==> config.mk <==
export PLATFORM = sky130hd
export DESIGN_NAME = multicycle_controller
export DESIGN_NICKNAME = d
export VERILOG_FILES = /design/src/rtl/multicycle_controller.sv
export SDC_FILE = /design/constraint.sdc
export NUM_CORES = 1
export LEC_CHECK = 0
export ABC_AREA = 1
export CAP_MARGIN = 10
export CORE_MARGIN = 1
export CORE_UTILIZATION = 30
export CTS_CLUSTER_SIZE = 24
export DETAILED_ROUTE_END_ITERATION = 16
export GPL_ROUTABILITY_DRIVEN = 0
export PLACE_DENSITY = 0.69
export SLEW_MARGIN = 20
export SYNTH_ARGS = -nofsm -noshare
export SYNTH_HDL_FRONTEND = slang
export SYNTH_SLANG_ARGS = --single-unit
==> constraint.sdc <==
create_clock -name i_Clk -period 2.5 [get_ports i_Clk]
set_input_delay 0.5 -clock i_Clk [delete_from_list [all_inputs] [get_ports i_Clk]]
set_output_delay 0.5 -clock i_Clk [all_outputs]
set_load 0.1 [all_outputs]
==> src/rtl/multicycle_controller.sv <==
// Multicycle RV32 subset control FSM (lw, sw, R-type, I-type ALU, beq, jal).
// Define MC_ILLEGAL_TRAP_EN to trap unlisted opcodes instead of treating them as NOPs.
module multicycle_controller (
  input  logic       i_Clk,
  input  logic       i_Reset,
  input  logic [6:0] i_OpCode,
  input  logic [2:0] i_funct3,
  input  logic       i_funct7_5,
  input  logic       i_Zero,
  input  logic       i_MemReady,
  output logic       o_PCWrite,
  output logic       o_AdrSrc,
  output logic       o_MemWrite,
  output logic       o_IRWrite,
  output logic [1:0] o_ResultSrc,
  output logic       o_RegWrite,
  output logic [1:0] o_ALUSrcA,
  output logic [1:0] o_ALUSrcB,
  output logic [2:0] o_ALUControl,
  output logic [1:0] o_ImmSrc,
  output logic [3:0] o_State,
  output logic       o_Illegal
);

  // state    | meaning
  // FETCH    | read instruction, PC+4 on MemReady
  // DECODE   | register read, PC+imm target precompute
  // MEMADR   | base + offset for lw/sw
  // MEMREAD  | data load, wait MemReady
  // MEMWB    | load data to register file
  // MEMWRITE | data store, wait MemReady
  // EXECR    | R-type ALU op
  // EXECI    | I-type ALU op
  // ALUWB    | ALU result to register file
  // BEQ      | compare, branch on zero
  // JAL      | jump, link address computed
  // TRAP     | illegal opcode, left only by reset
  typedef enum logic [3:0] {
    S_FETCH    = 4'd0,
    S_DECODE   = 4'd1,
    S_MEMADR   = 4'd2,
    S_MEMREAD  = 4'd3,
    S_MEMWB    = 4'd4,
    S_MEMWRITE = 4'd5,
    S_EXECR    = 4'd6,
    S_EXECI    = 4'd7,
    S_ALUWB    = 4'd8,
    S_BEQ      = 4'd9,
    S_JAL      = 4'd10,
    S_TRAP     = 4'd11
  } state_t;

  localparam logic [6:0] OP_LW   = 7'b0000011;
  localparam logic [6:0] OP_SW   = 7'b0100011;
  localparam logic [6:0] OP_R    = 7'b0110011;
  localparam logic [6:0] OP_I    = 7'b0010011;
  localparam logic [6:0] OP_BEQ  = 7'b1100011;
  localparam logic [6:0] OP_JAL  = 7'b1101111;

  state_t     state_q, state_d;
  logic       pc_update, branch;
  logic [1:0] alu_op;

  always_ff @(posedge i_Clk or posedge i_Reset) begin
    if (i_Reset) state_q <= S_FETCH;
    else         state_q <= state_d;
  end

  always_comb begin
    state_d     = state_q;
    pc_update   = 1'b0;
    branch      = 1'b0;
    alu_op      = 2'b00;
    o_AdrSrc    = 1'b0;
    o_MemWrite  = 1'b0;
    o_IRWrite   = 1'b0;
    o_ResultSrc = 2'b00;
    o_RegWrite  = 1'b0;
    o_ALUSrcA   = 2'b00;
    o_ALUSrcB   = 2'b00;
    case (state_q)
      S_FETCH: begin
        o_ALUSrcB   = 2'b10;
        o_ResultSrc = 2'b10;
        o_IRWrite   = i_MemReady;
        pc_update   = i_MemReady;
        if (i_MemReady) state_d = S_DECODE;
      end
      S_DECODE: begin
        o_ALUSrcA = 2'b01;
        o_ALUSrcB = 2'b01;
        case (i_OpCode)
          OP_LW, OP_SW: state_d = S_MEMADR;
          OP_R:         state_d = S_EXECR;
          OP_I:         state_d = S_EXECI;
          OP_BEQ:       state_d = S_BEQ;
          OP_JAL:       state_d = S_JAL;
`ifdef MC_ILLEGAL_TRAP_EN
          default:      state_d = S_TRAP;
`else
          default:      state_d = S_FETCH;
`endif
        endcase
      end
      S_MEMADR: begin
        o_ALUSrcA = 2'b10;
        o_ALUSrcB = 2'b01;
        state_d   = i_OpCode[5] ? S_MEMWRITE : S_MEMREAD;
      end
      S_MEMREAD: begin
        o_AdrSrc = 1'b1;
        if (i_MemReady) state_d = S_MEMWB;
      end
      S_MEMWB: begin
        o_ResultSrc = 2'b01;
        o_RegWrite  = 1'b1;
        state_d     = S_FETCH;
      end
      S_MEMWRITE: begin
        o_AdrSrc   = 1'b1;
        o_MemWrite = 1'b1;
        if (i_MemReady) state_d = S_FETCH;
      end
      S_EXECR: begin
        o_ALUSrcA = 2'b10;
        alu_op    = 2'b10;
        state_d   = S_ALUWB;
      end
      S_EXECI: begin
        o_ALUSrcA = 2'b10;
        o_ALUSrcB = 2'b01;
        alu_op    = 2'b10;
        state_d   = S_ALUWB;
      end
      S_ALUWB: begin
        o_RegWrite = 1'b1;
        state_d    = S_FETCH;
      end
      S_BEQ: begin
        o_ALUSrcA = 2'b10;
        alu_op    = 2'b01;
        branch    = 1'b1;
        state_d   = S_FETCH;
      end
      S_JAL: begin
        o_ALUSrcA = 2'b01;
        o_ALUSrcB = 2'b10;
        pc_update = 1'b1;
        state_d   = S_ALUWB;
      end
`ifdef MC_ILLEGAL_TRAP_EN
      S_TRAP:  state_d = S_TRAP;
`endif
      default: state_d = S_FETCH;
    endcase
  end

  always_comb begin
    o_ALUControl = 3'b000;
    case (alu_op)
      2'b01: o_ALUControl = 3'b001;
      2'b10: begin
        case (i_funct3)
          3'b000:  o_ALUControl = (i_OpCode[5] & i_funct7_5) ? 3'b001 : 3'b000;
          3'b010:  o_ALUControl = 3'b101;
          3'b110:  o_ALUControl = 3'b011;
          3'b111:  o_ALUControl = 3'b010;
          default: o_ALUControl = 3'b000;
        endcase
      end
      default: o_ALUControl = 3'b000;
    endcase
  end

  always_comb begin
    case (i_OpCode)
      OP_SW:   o_ImmSrc = 2'b01;
      OP_BEQ:  o_ImmSrc = 2'b10;
      OP_JAL:  o_ImmSrc = 2'b11;
      default: o_ImmSrc = 2'b00;
    endcase
  end

  assign o_PCWrite = pc_update | (branch & i_Zero);
  assign o_State   = state_q;
`ifdef MC_ILLEGAL_TRAP_EN
  assign o_Illegal = (state_q == S_TRAP);
`else
  assign o_Illegal = 1'b0;
`endif

endmodule

After elaboration in Yosys (flattened, before gate mapping) --
Index checks and enable logic that the tools add are counted.
Word-level totals: register bits after elaboration 4, input bits 15, output and inout bits 21, word-level logic and storage cells 60
Operators by class: eq/ne operators 24, multiplexer cells 20, bitwise logic cells 3, reduce and logical (&&, ||, !) cells 12
Operators with widths (count):
- $pmux W4 S6 | 1
- $pmux W4 S5 | 1
- $eq A4 B3 Y1 const B | 4
- $pmux W2 S2 | 4
- $eq A7 B6 Y1 const B | 2
- $eq A7 B7 Y1 const B | 2
- $eq A4 B4 Y1 const B | 3
- $mux W4 | 3
- $pmux W3 S4 | 1
- $reduce_or A2 Y1 | 6
- $eq A4 B2 Y1 const B | 2
- $eq A7 B2 Y1 const B | 1
- $eq A7 B5 Y1 const B | 1
- $eq A3 B3 Y1 const B | 2
- $mux W1 | 6
- $ne A2 B2 Y1 const B | 3
- $pmux W2 S3 | 1
- $pmux W3 S2 | 1
- $reduce_or A3 Y1 | 2
- $eq A4 B1 Y1 const B | 1
- $logic_not A4 Y1 | 1
- $reduce_or A4 Y1 | 1
- $eq A3 B2 Y1 const B | 1
- $logic_not A3 Y1 | 1
- other kinds (7) | 8

Longest topological paths before layout --
Gate-level depths: netlist (run 1).
word-level depth 5, gate-level depth with buffers 8, depth with buffers taken out 8

Worst setup path before layout (run 1) --
Ideal clock, no wire load.
path type reg2out, start point register state_q[2], in the netlist o_State[2], end point output port o_ALUControl[2], arrival time 4.680 ns, data required time 2.000 ns, slack -2.680 ns, cell stages (with the launch flop) 8, buffers on the path 0, path through dfrtp_1 inv_1 nor2_1 inv_1 nor2_4 inv_1 ha_1 nor4_1
Between the ends: word-level cells in the longest chain between the ends 5, elaborated cells on any way between the ends 8, classes of those cells eq/ne: 5; mux: 2; reduce/logical: 1
Ends and longest elaborated chain:
- from (decl) | line 60 | state_t state_q, state_d;
- from (signal assigned) | line 66 | else state_q <= state_d;
- $eq A4 B3 Y1 | line 81 | case (state_q)
- $reduce_or A2 Y1 (no source line)
- $pmux W2 S2 * | line 81
- $eq A2 B2 Y1 or $eq A2 B1 Y1 (tied branches) | line 160 | case (alu_op)
- $pmux W3 S2 * | line 160
- to (decl) | line 19 | output logic [2:0] o_ALUControl,
Mark *: on every way between the ends. The rest lies on a longest branch, timed or not.

Final worst setup path (run 1) --
start point register state_q[3], in the netlist o_State[3], end point output port o_ALUControl[2]
The elaborated chain is that of the path after synthesis.

==> results of run 1 <==
## worst max-delay path: cells and delay by family (launching register included)
kind          cells  cell delay (ps)
flops             1              480
fa+ha+maj         1              190
simple gates      3              390
buf+inv           5              580
## cells in the mapped netlist, types with 2 or more instances
cell	number
ha_1	2
nand4_1	3
nand3_1	12
nand2_1	22
nor2_1	15
a21oi_1	3
nor2_4	2
nand2_2	3
o211ai_1	2
dfrtp_1	4
inv_1	25
## what timing repair did
item                                    CTS  global route
buffers inserted                          0             0
resized for setup                         0             1
endpoints found under the setup margin    1             1
pin swaps                                 1             0
gates cloned                              0             0
## routing by layer
metal	wire length [um]	share of wire (%)	up-vias
li1	-	-	382
met4	10	0.67	0
met2	778	52	25
met1	631	42	318
met3	68	4.6	2
met5	0	0	-
## area by class of cell
cell class,count,area (sq um)
timing repair buffer,34,490.5
fill,160,561.8
multi-input combinational,69,405.4
clock buffer,3,22.52
inverter,26,100.1
sequential,4,115.1
tap,25,31.28
## per-stage QoR
stage	hold slack (ps)	util (%)	area, sq um
2_1_floorplan	266.2	-	624.3
5_1_grt	459.6	67.46	1165
4_1_cts	445.0	67.25	1161
6_report	445.4	67.46	1165
3_5_place_dp	634.0	65.94	1139
3_3_place_gp	627.3	65.94	1139
## cells in the final DEF (no fill, tap or decap), drive strengths merged
master	n
a21oi	3
nand4	3
inv	26
o21ai	1
nand2	26
ha	2
clkbuf	3
conb	1
nor2	17
dfrtp	4
buf	20
o211ai	2
nand3	13
clkdlybuf4s50	14
nor4	1
## worst max path at each step
stage          slack [ps]                   start  depth (start not counted)         endpoint
3_5_place_dp          200             i_OpCode[1]                          8      o_ImmSrc[0]
5_1_grt               -10  o_State[3]$_DFFE_PP0P_                          9  o_ALUControl[2]
3_3_place_gp          240             i_OpCode[1]                          8      o_ImmSrc[0]
2_1_floorplan        -470  o_State[2]$_DFFE_PP0P_                          6     o_ALUSrcB[0]
4_1_cts               120  o_State[1]$_DFFE_PP0P_                          8  o_ALUControl[0]
6_report              130  o_State[3]$_DFFE_PP0P_                          9  o_ALUControl[2]
## cells by family after synthesis
| kind of cell | count (synthesis) | share of synthesized area (%) |
|---|---|---|
| flops | 4 | 18.02 |
| simple gates | 60 | 51.58 |
| compound gates | 6 | 6.304 |
| buf+inv | 27 | 18.92 |
| other cells | 1 | 0.6750 |
| fa+ha+maj | 2 | 4.504 |
## where the power goes
group	leakage [nW]	switching, mW	total (mW)	internal (mW)
clock	0.0138	0.0247	0.0783	0.0536
combinational	0.482	0.706	1.02	0.316
sequential	0.0467	0.0251	0.111	0.0857
==> impl_metrics.toml, run 1 <==
[run_status]
outcome = "complete, no violations"

[routing]
wl_per_cell_um = 9.242
vias = 727
viasPerCell = 4.516
routed_wl_mm = 1.488
drt-pass1-iter-count = 4
drc = 0
final_antenna_net_count = 0
drt-initial-drc-count = 17

[floorplan]
die_x_um = 45.03
rows = 15
coreArea_sq_um = 1727
io_pins = 36
die_h_um = 45.03
die_area_sq_um = 2028
start_util_pct = 32.17

[place]
dp.cells = 158
port_buffers = 34
dp_slack_ps = 200.3
dp_hpwl_mm = 1.377

[final_layout]
num-nets-final = 155
syn_to_final_growth_pct = 109.7
drive_gt1_share_pct = 36.03
largest_register_ffs = 4
n_antenna_cell = 0
final_cell_count_no_fill = 161

[power_and_ir_drop]
leakage_nw = 0.5421
cellPowerDensity_nw_per_um2 = 1040
finalPower_mw = 1.211
irDropWorstVdd_mv = 0.6976

[global_routing]
use_met1_pct = 23.15
grt_remaining_overflow = 0
first_global_vias = 646
grt_pass1_wl_mm = 2.615
busiest_layer = "met2"
grt_max_degree = 8
grt_usage_pct = 17.57
use_met3_pct = 3.200
use_met2_pct = 28.12
grt_antenna_before_repair = 0

[timing]
finClkSkew_ps = 3.276
hold_viol = 0
period_minus_slack_ps = 2367
setup_slack_ps = 133.3
setup_viol = 0
fmax_mhz = 422.5
final_max_slew_viol_count = 0
fin_crit_sh_pct = 94.67
fin_setup_tns_ps = 0
rsz0062_at_grt = "yes"

[worst_setup_path]
crit_chain = "inv_2 -> nor2_1 -> inv_1 -> nor2_1 -> inv_1 -> ha_1 -> inv_1 -> nor4_4 -> buf_12"
r2r_start = "o_State[0]$_DFFE_PP0P_"
crit_type = "reg2out"
start_kind = "flip-flop"
r2r-end = "o_State[0]$_DFFE_PP0P_"
r2r_cells = 7
cpPeakStageDelay_ps = 480
path_common_cell = "inv_1"
crit_path_max_fanout = 3
arrival_ps = 1870
r2r_setup_slack_ps = 1220
crit_slowest_cell = "dfrtp_4"
critPathCaptureType = "output pin"
cp.required_ps = 2000

[clocking]
clkLatencyLatePin_ps = 230
cts_max_level = 1
clk_pin_slew_worst_paths_ps = 40
cts_sinks = 4
cts-root-buf = "clkbuf_4"
tritoncts = "done"
cts_buffer_depth = 2
numCtsBuffers = 3
cts_hold_buf = 0

[flow_run]
cap_viol_max_count = 0

[synthesis]
synth_top_area_share_pct = 18.02
yosys_warnings = 0
synth_area_leader_cell = "dfrtp_1"
syn_avg_cell_area_sq_um = 5.555
synth_cells = 100
synthTopCellsByArea = "dfrtp_1, inv_1, nand2_1"
synth_edf_count = 0
yosysSeqAreaShare_pct = 18.02
synthArstFlopShare_pct = 100.0
ys.flop_type = "dfrtp_1"
syn_nets = 117
synthDistinctLibCells = 18
syn_area_sq_um = 555.5
ys_ff_latch = 4

[min_path]
hold_class = "in2async"
Power figures use the tool's default switching activity.
==> inputs of run 2 (changes only) <==
--- a/config.mk
+++ b/config.mk
@@ -6,7 +6,7 @@
 export NUM_CORES = 1
 export LEC_CHECK = 0
 export ABC_AREA = 1
-export CAP_MARGIN = 10
+export CAP_MARGIN = 20
 export CORE_MARGIN = 1
 export CORE_UTILIZATION = 30
 export CTS_CLUSTER_SIZE = 24
==> results of run 2 <==
No change in the layout: final DEF, timing and power equal those of run 1.
==> inputs of run 3 (changes only) <==
--- a/config.mk
+++ b/config.mk
@@ -6,7 +6,7 @@
 export NUM_CORES = 1
 export LEC_CHECK = 0
 export ABC_AREA = 1
-export CAP_MARGIN = 20
+export CAP_MARGIN = 5
 export CORE_MARGIN = 1
 export CORE_UTILIZATION = 30
 export CTS_CLUSTER_SIZE = 24
==> results of run 3 <==
No change in the layout: final DEF, timing and power equal those of run 1.
